**src/rtl/handshake_pkg.sv**
```systemverilog
// Shared definitions for the handshake fabric: default payload width and the
// pointer/count width helper.
package handshake_pkg;

    localparam int DEFAULT_DATA_WIDTH = 37;

    // Smallest w >= 1 with 2**w >= n.
    function automatic int width_of(input int n);
        int w;
        w = 1;
        for (int i = 1; i < 31; i++) begin
            if ((32'sd1 <<< i) < n) begin
                w = i + 1;
            end
        end
        return w;
    endfunction

endpackage

```
**src/rtl/handshake_fifo_155_ptr.sv**
```systemverilog
// Modulo-DEPTH wrapping pointer with increment enable. The wrap is explicit,
// so DEPTH need not be a power of two.
module handshake_fifo_155_ptr
    import handshake_pkg::*;
#(
    parameter int DEPTH = 4,
    parameter int PTR_W = width_of(DEPTH)
) (
    input  logic             clk,
    input  logic             rst,
    input  logic             inc,
    output logic [PTR_W-1:0] ptr
);

    localparam logic [PTR_W-1:0] LAST_C = PTR_W'(DEPTH - 1);

    logic [PTR_W-1:0] ptr_r;
    logic [PTR_W-1:0] ptr_nxt_s;

    // Next pointer value: hold, step, or wrap to zero after the last slot.
    always_comb begin
        ptr_nxt_s = ptr_r;
        if (inc) begin
            if (ptr_r == LAST_C) begin
                ptr_nxt_s = {PTR_W{1'b0}};
            end else begin
                ptr_nxt_s = ptr_r + PTR_W'(1'b1);
            end
        end else begin
            ptr_nxt_s = ptr_r;
        end
    end

    // Pointer register.
    always_ff @(posedge clk or negedge rst) begin
        if (!rst) begin
            ptr_r <= {PTR_W{1'b0}};
        end else begin
            ptr_r <= ptr_nxt_s;
        end
    end

    assign ptr = ptr_r;

endmodule

```
**src/rtl/handshake_fifo_155.sv**
```systemverilog
// Elastic valid/ready FIFO stage holding up to DEPTH tokens in order.
// Define HANDSHAKE_FIFO_BYPASS_EN for transparent (zero-latency when empty) mode.
module handshake_fifo_155
    import handshake_pkg::*;
#(
    parameter int DATA_WIDTH = DEFAULT_DATA_WIDTH,
    parameter int DEPTH      = 4
) (
    input  logic                             clk,
    input  logic                             rst,
    input  logic [DATA_WIDTH-1:0]            ins,
    input  logic                             ins_valid,
    output logic                             ins_ready,
    output logic [DATA_WIDTH-1:0]            outs,
    output logic                             outs_valid,
    input  logic                             outs_ready,
    output logic [width_of(DEPTH + 1)-1:0]   count
);

    localparam int PTR_W = width_of(DEPTH);
    localparam int CNT_W = width_of(DEPTH + 1);
    localparam logic [CNT_W-1:0] FULL_C = CNT_W'(DEPTH);

    logic [DATA_WIDTH-1:0] mem_r [DEPTH];
    logic [CNT_W-1:0]      cnt_r;
    logic [PTR_W-1:0]      wr_ptr_s;
    logic [PTR_W-1:0]      rd_ptr_s;

    logic                  empty_s;
    logic                  full_s;
    logic                  ins_ready_s;
    logic                  push_s;
    logic                  pop_s;
    logic                  wr_en_s;
    logic                  rd_en_s;
    logic                  outs_valid_s;
    logic [DATA_WIDTH-1:0] outs_s;

    handshake_fifo_155_ptr #(
        .DEPTH (DEPTH),
        .PTR_W (PTR_W)
    ) u_wr_ptr (
        .clk (clk),
        .rst (rst),
        .inc (wr_en_s),
        .ptr (wr_ptr_s)
    );

    handshake_fifo_155_ptr #(
        .DEPTH (DEPTH),
        .PTR_W (PTR_W)
    ) u_rd_ptr (
        .clk (clk),
        .rst (rst),
        .inc (rd_en_s),
        .ptr (rd_ptr_s)
    );

    // Flags, handshakes and storage enables; ready never looks at outs_ready.
    always_comb begin
        empty_s      = (cnt_r == {CNT_W{1'b0}});
        full_s       = (cnt_r == FULL_C);
        ins_ready_s  = ~full_s & rst;
        push_s       = ins_valid & ins_ready_s;
        outs_valid_s = 1'b0;
        outs_s       = mem_r[rd_ptr_s];
        pop_s        = 1'b0;
        wr_en_s      = 1'b0;
        rd_en_s      = 1'b0;
`ifdef HANDSHAKE_FIFO_BYPASS_EN
        // An empty FIFO forwards the input; a token consumed that way is never written.
        outs_valid_s = ~empty_s | (ins_valid & rst);
        if (empty_s && rst) begin
            outs_s = ins;
        end else begin
            outs_s = mem_r[rd_ptr_s];
        end
        pop_s   = outs_valid_s & outs_ready;
        wr_en_s = push_s & ~(empty_s & outs_ready);
        rd_en_s = pop_s & ~empty_s;
`else
        outs_valid_s = ~empty_s;
        outs_s       = mem_r[rd_ptr_s];
        pop_s        = outs_valid_s & outs_ready;
        wr_en_s      = push_s;
        rd_en_s      = pop_s;
`endif
    end

    // Storage array; every entry clears on reset so no stale payload survives.
    always_ff @(posedge clk or negedge rst) begin
        if (!rst) begin
            for (int i = 0; i < DEPTH; i++) begin
                mem_r[i] <= {DATA_WIDTH{1'b0}};
            end
        end else if (wr_en_s) begin
            mem_r[wr_ptr_s] <= ins;
        end else begin
            mem_r[wr_ptr_s] <= mem_r[wr_ptr_s];
        end
    end

    // Occupancy counter.
    always_ff @(posedge clk or negedge rst) begin
        if (!rst) begin
            cnt_r <= {CNT_W{1'b0}};
        end else begin
            case ({wr_en_s, rd_en_s})
                2'b10:   cnt_r <= cnt_r + CNT_W'(1'b1);
                2'b01:   cnt_r <= cnt_r - CNT_W'(1'b1);
                default: cnt_r <= cnt_r;
            endcase
        end
    end

    assign ins_ready  = ins_ready_s;
    assign outs_valid = outs_valid_s;
    assign outs       = outs_s;
    assign count      = cnt_r;

endmodule
```
**config.mk**
```make
export PLATFORM = sky130hd
export DESIGN_NAME = handshake_fifo_155
export DESIGN_NICKNAME = d
export VERILOG_FILES = /design/src/rtl/handshake_pkg.sv /design/src/rtl/handshake_fifo_155_ptr.sv /design/src/rtl/handshake_fifo_155.sv
export SDC_FILE = /design/constraint.sdc
export NUM_CORES = 1
export LEC_CHECK = 0
export ABC_CLOCK_PERIOD_IN_PS = 6200
export BUFFER_PORTS_ARGS = -buffer_cell sky130_fd_sc_hd__buf_2
export CORE_AREA = 2 2 158 160
export DETAILED_ROUTE_END_ITERATION = 16
export DIE_AREA = 0 0 160 162
export HOLD_SLACK_MARGIN = 0.1
export PLACE_DENSITY = 0.52
export SYNTH_ARGS = -nofsm -noshare
export SYNTH_HDL_FRONTEND = slang
export SYNTH_SLANG_ARGS = --single-unit
```
**constraint.sdc**
```tcl
create_clock -name clk -period 6.2 [get_ports clk]
set_input_delay 0.93 -clock clk [delete_from_list [all_inputs] [get_ports clk]]
set_output_delay 0.93 -clock clk [all_outputs]
set_load 0.01 [all_outputs]
```
==> summary.txt <==
Clock network
  • Root buffer cell: clkbuf_16
  • CTS tree: done
  • # Post-CTS Setup Buffers: 0
  • Clock Pin Slew Worst Setup and Hold Paths: 0.07 ns
  • TritonCTS Buffers: 17
  • # clock sinks: 155
  • Maximum clock path buffer count: 2
  • Post-CTS Resized: 0
  • Clk_lat worst skew: between 0.4 and 0.5 ns
  • H-tree levels: 4
  • # hold bufs at CTS: 0

Synth
  • Synth Area in Adders: 0.0113
  • Top FF cell, synth: dfrtp_1
  • Synthesized area: 8410 µm²
  • EDFF count, synth: 0
  • Multiplexer area fraction after synthesis: 0.202
  • Gate Count Post-Synth: 697
  • Synth async-reset ratio: 1.00
  • Post-synthesis simple-gate area fraction: 0.102
  • Distinct cells, synth: 30
  • FF+latch count, synth: 155
  • Largest family of logic cells by synthesized area: multiplexers
  • Syn Area/Cell: 12.1 µm²
  • Net Count, Synth: 745
  • Xor and xnor area share after synthesis: 0.00313
  • Warning count from the yosys run: 0
  • Compound-cell area share of the yosys netlist: 0.150
  • Seq/Total Area, Yosys: 0.461

Global routing
  • Total GRT Usage: 0.179
  • Vias in the first global route: 6,133
  • Initial antenna violation count: 0
  • Largest net degree at the start of global routing: 71
  • Global-route wire length before repair: 35,600 µm
  • Grt ovf: 0

Critical path
  • R2R Path Start: u_wr_ptr.ptr[0]$_DFFE_PN0N_
  • Start-to-end type of the worst setup path: reg2out
  • Setup crit end kind: primary output
  • Startpoint class of the critical path: flip-flop
  • Worst r2r path cells: 5
  • Critical path required time: between 5 and 6 ns
  • Critical R2R Capture: mem_r[19]$_DFFE_PN0P_
  • Reg2Reg Setup Slack: 3.15 ns
  • Crit path DAT: 2.57 ns
  • Max FO, Critical Path: 22

Timing
  • Final Cycle Share: 0.564
  • Worst Max-Slew Pin Slew: 1.16 ns
  • Relative max-transition margin: 0.229
  • Final setup TNS: 0 ns
  • Final setup viols: 0
  • Tmin final: 3.50 ns
  • Clock Skew: between 0.01 and 0.015 ns
  • Final hold viol count: 0
  • Fmax: 286 MHz
  • RSZ-0062 raised after global routing: false
  • Max-slew violation count: 0
  • Final setup margin: 2.70 ns

Power and ir drop
  • P per Cell Area: between 600 and 700 nW/µm²
  • Peak VDD IR: 0.252 mV
  • Lkg Pwr: 3.46 nW
  • Total power: 0.00588 W

Finish
  • Area grow syn2layout: 11.9%
  • Layout cells sized above 1: 0.343
  • Leading cell type in the layout, fill and taps excluded: dfrtp_1
  • Nets@finish: 793
  • # diodes: 0
  • Most frequent cells in the layout: dfrtp_1, nor2_1, a31oi_1, buf_2, mux4_2

Status
  • Outcome: completed

Floorplan
  • Starting density of the core: 0.349
  • Core Box Area: 24,100 µm²
  • Die ar.: 25,900 µm²
  • Chip width: 160 µm
  • Die Height: 162 µm
  • # rows: 57
  • Boundary pin count: 83

Route
  • 1st-iter DRT viols: 473
  • Routed WL per cell: 20.7 µm
  • Vias per cell: 5.59
  • Pre-antenna DRT Iters: 7
  • DR vias: between 6,000 and 7,000
  • Routed Antenna Nets: 0
  • Routed wire length: between 20,000 and 25,000 µm
  • Drt drc: 0

Place
  • Pre-CTS setup slack: 2.93 ns
  • Routability Congestion: ~0.71
  • Detailed placement HPWL: 13,100 µm
  • Number of buffer cells added on primary ports: 82

Hold path
  • Min-Delay Path Class: in2async

Flow run
  • Max Cap Viol: 0
-- power by group --
group | switching (W) | internal (W)
Sequential | 0.000483 | 0.00147
Clock | 0.000424 | 0.000693
Combinational | 0.00150 | 0.00131
Total | 0.00241 | 0.00347
-- sequential cells by signal, summed over array words and instances (netlist names) --
name	cells
u_wr_ptr.ptr	2
mem_r	148
u_rd_ptr.ptr	2
count	3
-- cell families after synthesis --
| family | count (synthesis) |
|---|---|
| DFF | 155 |
| AOI/OAI and AO/OA | 187 |
| buffers and inverters | 71 |
| adders and majority gates | 7 |
| xor gates and xnor gates | 3 |
| muxes | 77 |
| and+or+nand+nor | 197 |
-- per-layer routing --
layer | up-vias | routed length (µm) | GRT usage
met5 | - | 0 | 0
met2 | 154 | 10900 | 0.294
met1 | 3098 | 10100 | 0.247
met4 | 0 | 303 | 0.0475
met3 | 21 | 1050 | 0.0337
li1 | 2765 | - | -
-- worst max-delay path by stage --
stage / depth (start not counted) / from / endpoint
after floorplan: 9 / ins_valid / count[2]$_DFFE_PN0P_
after global routing: 3 / u_rd_ptr.ptr[0]$_DFFE_PN0P_ / outs[25]
after CTS: 3 / u_rd_ptr.ptr[0]$_DFFE_PN0P_ / outs[28]
after detailed placement: 4 / rst / ins_ready
after global placement: 4 / rst / ins_ready
final: 3 / u_rd_ptr.ptr[0]$_DFFE_PN0P_ / outs[18]
-- cells in the mapped netlist, drive strengths merged (2+ instances only) --
cell type	number	area, µm²
and2	2	12.5
inv	6	22.5
dfrtp	155	3880
nand3	37	230
buf	24	189
nor2	150	563
a31oi	148	926
dlygate4sd1	8	70.1
clkbuf	33	304
nand2	4	17.5
mux4	74	1670
o21ai	38	329
ha	6	75.1
mux2	3	33.8
xor2	2	17.5
-- area by class of cell --
type | instances | area (µm²)
multi-input cells | 471 | 3960
flip-flops and latches | 155 | 3880
inverters | 6 | 22.5
clock inverters | 11 | 169
well taps | 324 | 405
repair buffers | 94 | 507
clock buffers | 20 | 457
fillers | 2389 | 14700
-- through the flow --
step	instance area (µm²)	std cells	hold WS, ns	util
finish	9410	1081	0.367	0.390
global route	9410	1081	0.366	0.390
CTS	9410	1081	0.360	0.390
detailed placement	8780	1050	0.542	0.364
global placement	8780	1050	0.536	0.364
floorplan	8410	697	0.522	-
-- critical path, stage by stage, from the launching register on --
cell and delay [ns]:
dfrtp_2 0.79, buf_4 0.54, mux4_2 0.61, buf_2 0.17
Power figures use the tool's default switching activity.
